<file path="src/rtl/fp_acc_sched_pkg.sv">
// Shared definitions for the streaming FP32 group accumulator.
package fp_acc_sched_pkg;

    typedef enum logic [1:0] {
        IDLE   = 2'd0,
        ACCUM  = 2'd1,
        REDUCE = 2'd2
    } accState_e;

    localparam logic [31:0] ZERO = 32'h0000_0000;

    localparam int DEFAULT_STAGES = 7;

endpackage

</file>
<file path="src/rtl/fp_acc_sched_nop_pipeline.sv">
// Shift register of "no operation" flags that travels alongside the
// external adder, so each adder result is known to be live or empty.
module NOPPipeline #(
    parameter int Stages = 7
) (
    input  logic clk,
    input  logic rst,
    input  logic NOPIn,
    output logic NOPOut
);

    logic [Stages-1:0] nop_q;

    // Shift the flags one stage per cycle; after reset every slot is empty.
    always_ff @(posedge clk or posedge rst) begin
        if (rst) begin
            nop_q <= '1;
        end else begin
            nop_q <= {nop_q[Stages-2:0], NOPIn};
        end
    end

    assign NOPOut = nop_q[Stages-1];

endmodule

</file>
<file path="src/rtl/fp_acc_sched.sv">
// Group accumulator that time-shares one external pipelined FP32 adder.
// Partial sums circulate through the adder; a tag pipeline marks which
// adder outputs carry live data, and one hold register pairs them up
// during the final reduction.
module fp_acc_sched
    import fp_acc_sched_pkg::*;
#(
    parameter int DataWidth       = 32,
    parameter int Pipeline_Stages = DEFAULT_STAGES,
    parameter int LenWidth        = 16,
    parameter int LiveWidth       = 4
) (
    input  logic                 clk,
    input  logic                 rst,
    input  logic [LenWidth-1:0]  cfg_len,
    input  logic                 in_valid,
    output logic                 in_ready,
    input  logic [DataWidth-1:0] DataIn,
    output logic [DataWidth-1:0] add_a,
    output logic [DataWidth-1:0] add_b,
    input  logic [DataWidth-1:0] add_res,
    output logic                 DataOutValid,
    output logic [DataWidth-1:0] DataOut,
    output logic                 busy
);

    accState_e              state_q, state_d;
    logic [LenWidth-1:0]    len_q, len_d;
    logic [LenWidth-1:0]    cnt_q, cnt_d;
    logic [LiveWidth-1:0]   live_q, live_d;
    logic [DataWidth-1:0]   hold_q, hold_d;
    logic                   holdFull_q, holdFull_d;
    logic [DataWidth-1:0]   dataOut_q, dataOut_d;
    logic                   dataOutValid_q, dataOutValid_d;

    logic                   accept;
    logic                   issueValid;
    logic                   ret;
    logic                   nopOut;
    logic [DataWidth-1:0]   opA, opB;

    NOPPipeline #(
        .Stages (Pipeline_Stages)
    ) u_tagPipe (
        .clk    (clk),
        .rst    (rst),
        .NOPIn  (~issueValid),
        .NOPOut (nopOut)
    );

    assign ret          = ~nopOut;
    assign in_ready     = ~rst && (state_q != REDUCE);
    assign accept       = in_valid && in_ready;
    assign add_a        = opA;
    assign add_b        = opB;
    assign DataOut      = dataOut_q;
    assign DataOutValid = dataOutValid_q;
    assign busy         = (state_q != IDLE);

    // Next-state logic: input issue while collecting, pairwise folding of returning sums while reducing.
    always_comb begin
        state_d        = state_q;
        len_d          = len_q;
        cnt_d          = cnt_q;
        live_d         = live_q;
        hold_d         = hold_q;
        holdFull_d     = holdFull_q;
        dataOut_d      = dataOut_q;
        dataOutValid_d = 1'b0;
        opA            = DataWidth'(ZERO);
        opB            = DataWidth'(ZERO);
        issueValid     = 1'b0;

        case (state_q)
            IDLE, ACCUM: begin
                opA        = accept ? DataIn : DataWidth'(ZERO);
                opB        = ret ? add_res : DataWidth'(ZERO);
                issueValid = accept || ret;
                if (accept) begin
                    if (state_q == IDLE) begin
                        len_d   = (cfg_len == '0) ? LenWidth'(1) : cfg_len;
                        cnt_d   = LenWidth'(1);
                        live_d  = LiveWidth'(1);
                        state_d = (len_d == LenWidth'(1)) ? REDUCE : ACCUM;
                    end else begin
                        cnt_d = cnt_q + LenWidth'(1);
                        if (!ret) begin
                            live_d = live_q + LiveWidth'(1);
                        end
                        if (cnt_d == len_q) begin
                            state_d = REDUCE;
                        end
                    end
                end
            end
            REDUCE: begin
                if (ret) begin
                    if (holdFull_q) begin
                        opA        = hold_q;
                        opB        = add_res;
                        issueValid = 1'b1;
                        holdFull_d = 1'b0;
                        live_d     = live_q - LiveWidth'(1);
                    end else if (live_q > LiveWidth'(1)) begin
                        hold_d     = add_res;
                        holdFull_d = 1'b1;
                    end else begin
                        dataOut_d      = add_res;
                        dataOutValid_d = 1'b1;
                        live_d         = '0;
                        state_d        = IDLE;
                    end
                end
            end
            default: begin
                state_d = IDLE;
            end
        endcase
    end

    // Register the controller state; reset drops any group in progress.
    always_ff @(posedge clk or posedge rst) begin
        if (rst) begin
            state_q        <= IDLE;
            len_q          <= '0;
            cnt_q          <= '0;
            live_q         <= '0;
            hold_q         <= '0;
            holdFull_q     <= 1'b0;
            dataOut_q      <= '0;
            dataOutValid_q <= 1'b0;
        end else begin
            state_q        <= state_d;
            len_q          <= len_d;
            cnt_q          <= cnt_d;
            live_q         <= live_d;
            hold_q         <= hold_d;
            holdFull_q     <= holdFull_d;
            dataOut_q      <= dataOut_d;
            dataOutValid_q <= dataOutValid_d;
        end
    end

endmodule

</file>
<file path="config.mk">
export PLATFORM = sky130hd
export DESIGN_NAME = fp_acc_sched
export DESIGN_NICKNAME = d
export VERILOG_FILES = /design/src/rtl/fp_acc_sched_pkg.sv /design/src/rtl/fp_acc_sched_nop_pipeline.sv /design/src/rtl/fp_acc_sched.sv
export SDC_FILE = /design/constraint.sdc
export NUM_CORES = 1
export LEC_CHECK = 0
export CAP_MARGIN = 0
export CORE_MARGIN = 2
export CORE_UTILIZATION = 33
export DETAILED_ROUTE_END_ITERATION = 8
export PLACE_DENSITY_LB_ADDON = 0.08
export SLEW_MARGIN = 5
export SYNTH_ARGS = -nofsm -noshare
export SYNTH_HDL_FRONTEND = slang
export SYNTH_HIERARCHICAL = 1
export SYNTH_SLANG_ARGS = --single-unit
</file>
<file path="constraint.sdc">
create_clock -name clk -period 8.55 [get_ports clk]
set_clock_uncertainty 0.05 [all_clocks]
set_input_delay 1.2825 -clock clk [delete_from_list [all_inputs] [get_ports clk]]
set_output_delay 1.2825 -clock clk [all_outputs]
set_load 0.005 [all_outputs]
</file>
==> results.py <==
metrics = {
    "placement": {
        "hpwl_um": 11400,
        "dpl_ws_ps": 3910,
        "postPlaceCellArea_sq_mm": 0.00752,
        "routabilityCongestion": 0.820,
        "port_buffers": 181,
    },
    "power_and_ir_drop": {
        "power-per-cell-area_mw_per_mm2": 270,
        "internal_power_uw": 1470,
        "netSwitchingFraction": 0.305,
        "p_leak_uw": 0.00319,
        "ir_drop_worst_case_vdd_uv": 111,
        "power_uw": 2120,
        "p_switching_uw": 647,
        "power_frac_clock": 0.231,
        "p_comb_frac": 0.350,
        "power.share.sequential": 0.419,
    },
    "critical_path": {
        "critical_path_class": "in -> out",
        "critPathCaptureType": "output port",
        "worstPathRequired_ps": 7220,
        "critPathArrivalTime_ps": 3290,
        "path_max_fanout": 44,
        "critPathLaunchType": "input pin",
    },
    "timing": {
        "worst_margin_slew_ps": 1140,
        "timing.final.hold_violations": 0,
        "timing.final.crit_period_ps": 4630,
        "final.setup.tns_ps": 0,
        "worst_hold_slack_ps": 307,
        "setup_repair_after_global_routing_missed_its_margin": "false",
        "layout_worst_path_cycle_share": 0.541,
        "report.final.setup_viol": 0,
        "maxSlewHeadroom": 0.235,
        "layout_setup_ws_ps": 3920,
        "fmaxAchievable_mhz": 216,
        "report.final.slew_viol_count": 0,
    },
    "route": {
        "dr.pass1.iters": 4,
        "drtAntennaViolNets": 0,
        "first_iter_violations": 251,
        "detail_route.drc_violations": 0,
        "vias": 4462,
        "via_per_inst": 4.96,
        "drt-wirelength-per-cell_um": 17.8,
        "postRouteWirelength_um": 16000,
    },
    "clock_network": {
        "post_cts.repair.setup_buffers": 0,
        "cts_max_path_buffers": 2,
        "cts.root.buffer_cell": "sky130_fd_sc_hd__clkbuf_16",
        "holdBufCountCts": 0,
        "path_clk_slew_ps": 70,
        "clkSinkCount": 111,
        "post_cts_resized": 0,
        "worstSkewPairLatency_ps": 360,
        "cts_made_buffers": 9,
        "cts_tree": "built",
        "cts_htree_levels": 3,
    },
    "floorplanning": {
        "die_width_um": 133,
        "dieArea_sq_mm": 0.0177,
        "initial_utilization": 0.334,
        "pin_count": 182,
        "floorplan.rows": 47,
        "chipHeight_um": 133,
        "core_area_sq_mm": 0.0165,
    },
    "synthesis": {
        "synth_warnings": 6,
        "syn_nets": 593,
        "synth-seq-area-share": 0.506,
        "prevailing_post_synth_register_cell": "sky130_fd_sc_hd__dfrtp_1",
        "async_flop_share": 1.00,
        "ys_seq_elements": 111,
        "syn_avg_cell_area_sq_um": 10.9,
        "yosys.cell_types.count": 52,
        "netlist_area_before_placement_sq_mm": 0.00551,
        "syn_inst": 506,
        "synth-edff-count": 0,
    },
    "final_layout": {
        "multi_input_comb_area_sq_mm": 0.00256,
        "diodes": 0,
        "fraction_of_final_layout_cells_with_drive_strength_greater_than_1": 0.155,
        "nNetsFinal": 761,
        "area.sequential_sq_mm": 0.00279,
        "filler_cell_count": 1517,
        "post_route_cell_area_sq_mm": 0.00786,
        "syn_to_final_growth_pct": 42.8,
    },
    "grt": {
        "grt_first_pass_wirelength_um": 26000,
        "vias_in_the_first_global_route": 4766,
        "grt_overflow": 0,
        "grt_antenna_before_repair": 0,
        "maximum_number_of_pins_on_one_net_before_global_route_repair": 56,
        "grt_usage": 0.187,
    },
    "status": {
        "run_status": "completed",
    },
    "hold_path": {
        "hp-class": "reg -> reg",
    },
    "run": {
        "maxCapViolations": 0,
    },
}
==> metrics by stage <==
step | cells | util
2_1_floorplan | 506 | -
4_1_cts | 899 | 0.478
6_report | 899 | 0.478
3_5_place_dp | 883 | 0.456
3_3_place_gp | 883 | 0.456
5_1_grt | 899 | 0.478
==> per-layer routing <==
metal | GRT usage | routed length [um] | up-vias
met3 | 0.0727 | 1220 | 14
met4 | 0.0437 | 187 | 0
met1 | 0.230 | 6780 | 2174
met2 | 0.313 | 7820 | 146
met5 | 0 | 0 | -
li1 | - | - | 2128
==> area by class of cell <==
type                    count  share of cell area
clock buffers              10              0.0291
clock inverters             6              0.0150
inverters                   8             0.00414
multi-input cells         357               0.326
flip-flops and latches    111               0.354
well taps                 220              0.0350
repair buffers            187               0.236
==> worst max-delay path: stages <==
cell and delay (ps):
sky130_fd_sc_hd__clkdlybuf4s50_1 500, sky130_fd_sc_hd__nand2b_1 260, sky130_fd_sc_hd__nor2_4 100, sky130_fd_sc_hd__buf_4 410
sky130_fd_sc_hd__a22o_1 220, sky130_fd_sc_hd__clkdlybuf4s50_1 500
==> kinds of logic (layout without fill, tap and decap cells) <==
family                   count (synthesis)  after routing  share of synthesized area
adder cells (fa/ha/maj)                  4              4                    0.00909
XOR/XNOR                                22             22                     0.0350
buffers and inverters                   38            211                     0.0311
flip-flops                             111            111                      0.506
AO/OA/AOI/OAI                           97             97                      0.126
multiplexers                            65             65                      0.133
AND/OR/NAND/NOR                        169            169                      0.160
==> path summary, 6_finish.rpt <==
| path | slack (ps) | start | to | cells past startpoint |
|---|---|---|---|---|
| setup / recovery | 3920 | rst | add_a[9] | 6 |
| hold / removal | 310 | u_tagPipe/nop_q[4]$_DFF_PP1_ | u_tagPipe/nop_q[5]$_DFF_PP1_ | 0 |
| setup reg to reg | 5740 | cnt_q[0]$_DFFE_PP0P_ | state_q[0]$_DFFE_PP0P_ | 7 |
| hold reg to reg | 310 | u_tagPipe/nop_q[4]$_DFF_PP1_ | u_tagPipe/nop_q[5]$_DFF_PP1_ | 0 |
| max in group asynchronous | 5880 | rst | live_q[0]$_DFFE_PP0P_ | 3 |
| min in group asynchronous | 1390 | rst | DataOut[29]$_DFFE_PP0P_ | 2 |
==> power groups by stage <==
stage / registers, uW / logic, uW / clock network [uW]
after detailed placement: 891 / 751 / 0
after floorplan: 839 / 395 / 0
after global routing: 919 / 823 / 527
final: 888 / 742 / 490
after CTS: 889 / 755 / 506
after global placement: 891 / 739 / 0
==> cells in the mapped netlist, drive strengths merged (8+ instances only) <==
cell type | number | area share
o21ai | 27 | 0.025
mux2 | 64 | 0.13
xor2 | 11 | 0.017
nand2 | 64 | 0.044
and2 | 32 | 0.036
xnor2 | 11 | 0.017
a22o | 41 | 0.065
nand3 | 9 | 0.010
nor2 | 20 | 0.014
dfrtp | 104 | 0.47
nor4 | 8 | 0.012
a21oi | 8 | 0.0073
clkbuf | 28 | 0.023
==> cell usage in the layout, fill, tap and decap left out, drive strengths merged, types with 7 or more instances in the layout <==
| master | Yosys | final |
|---|---|---|
| a21oi | 8 | 8 |
| xnor2 | 11 | 11 |
| dfstp | 7 | 7 |
| nand2 | 64 | 64 |
| mux2 | 64 | 64 |
| nand4 | 7 | 7 |
| dfrtp | 104 | 104 |
| a22o | 41 | 41 |
| nor4 | 8 | 8 |
| clkbuf | 28 | 10 |
| clkdlybuf4s50 | 0 | 181 |
| inv | 7 | 8 |
| and2 | 32 | 32 |
| xor2 | 11 | 11 |
| nor2 | 20 | 20 |
| o21ai | 27 | 27 |
| nand3 | 9 | 9 |
==> registers in the layout, indices dropped and copies added, names as in the netlist <==
register / flops
DataOut: 32
hold_q: 32
cnt_q: 16
len_q: 16
u_tagPipe/nop_q: 7
live_q: 4
state_q: 2
DataOutValid: 1
holdFull_q: 1
No activity file was read; power rests on OpenSTA's default activity.
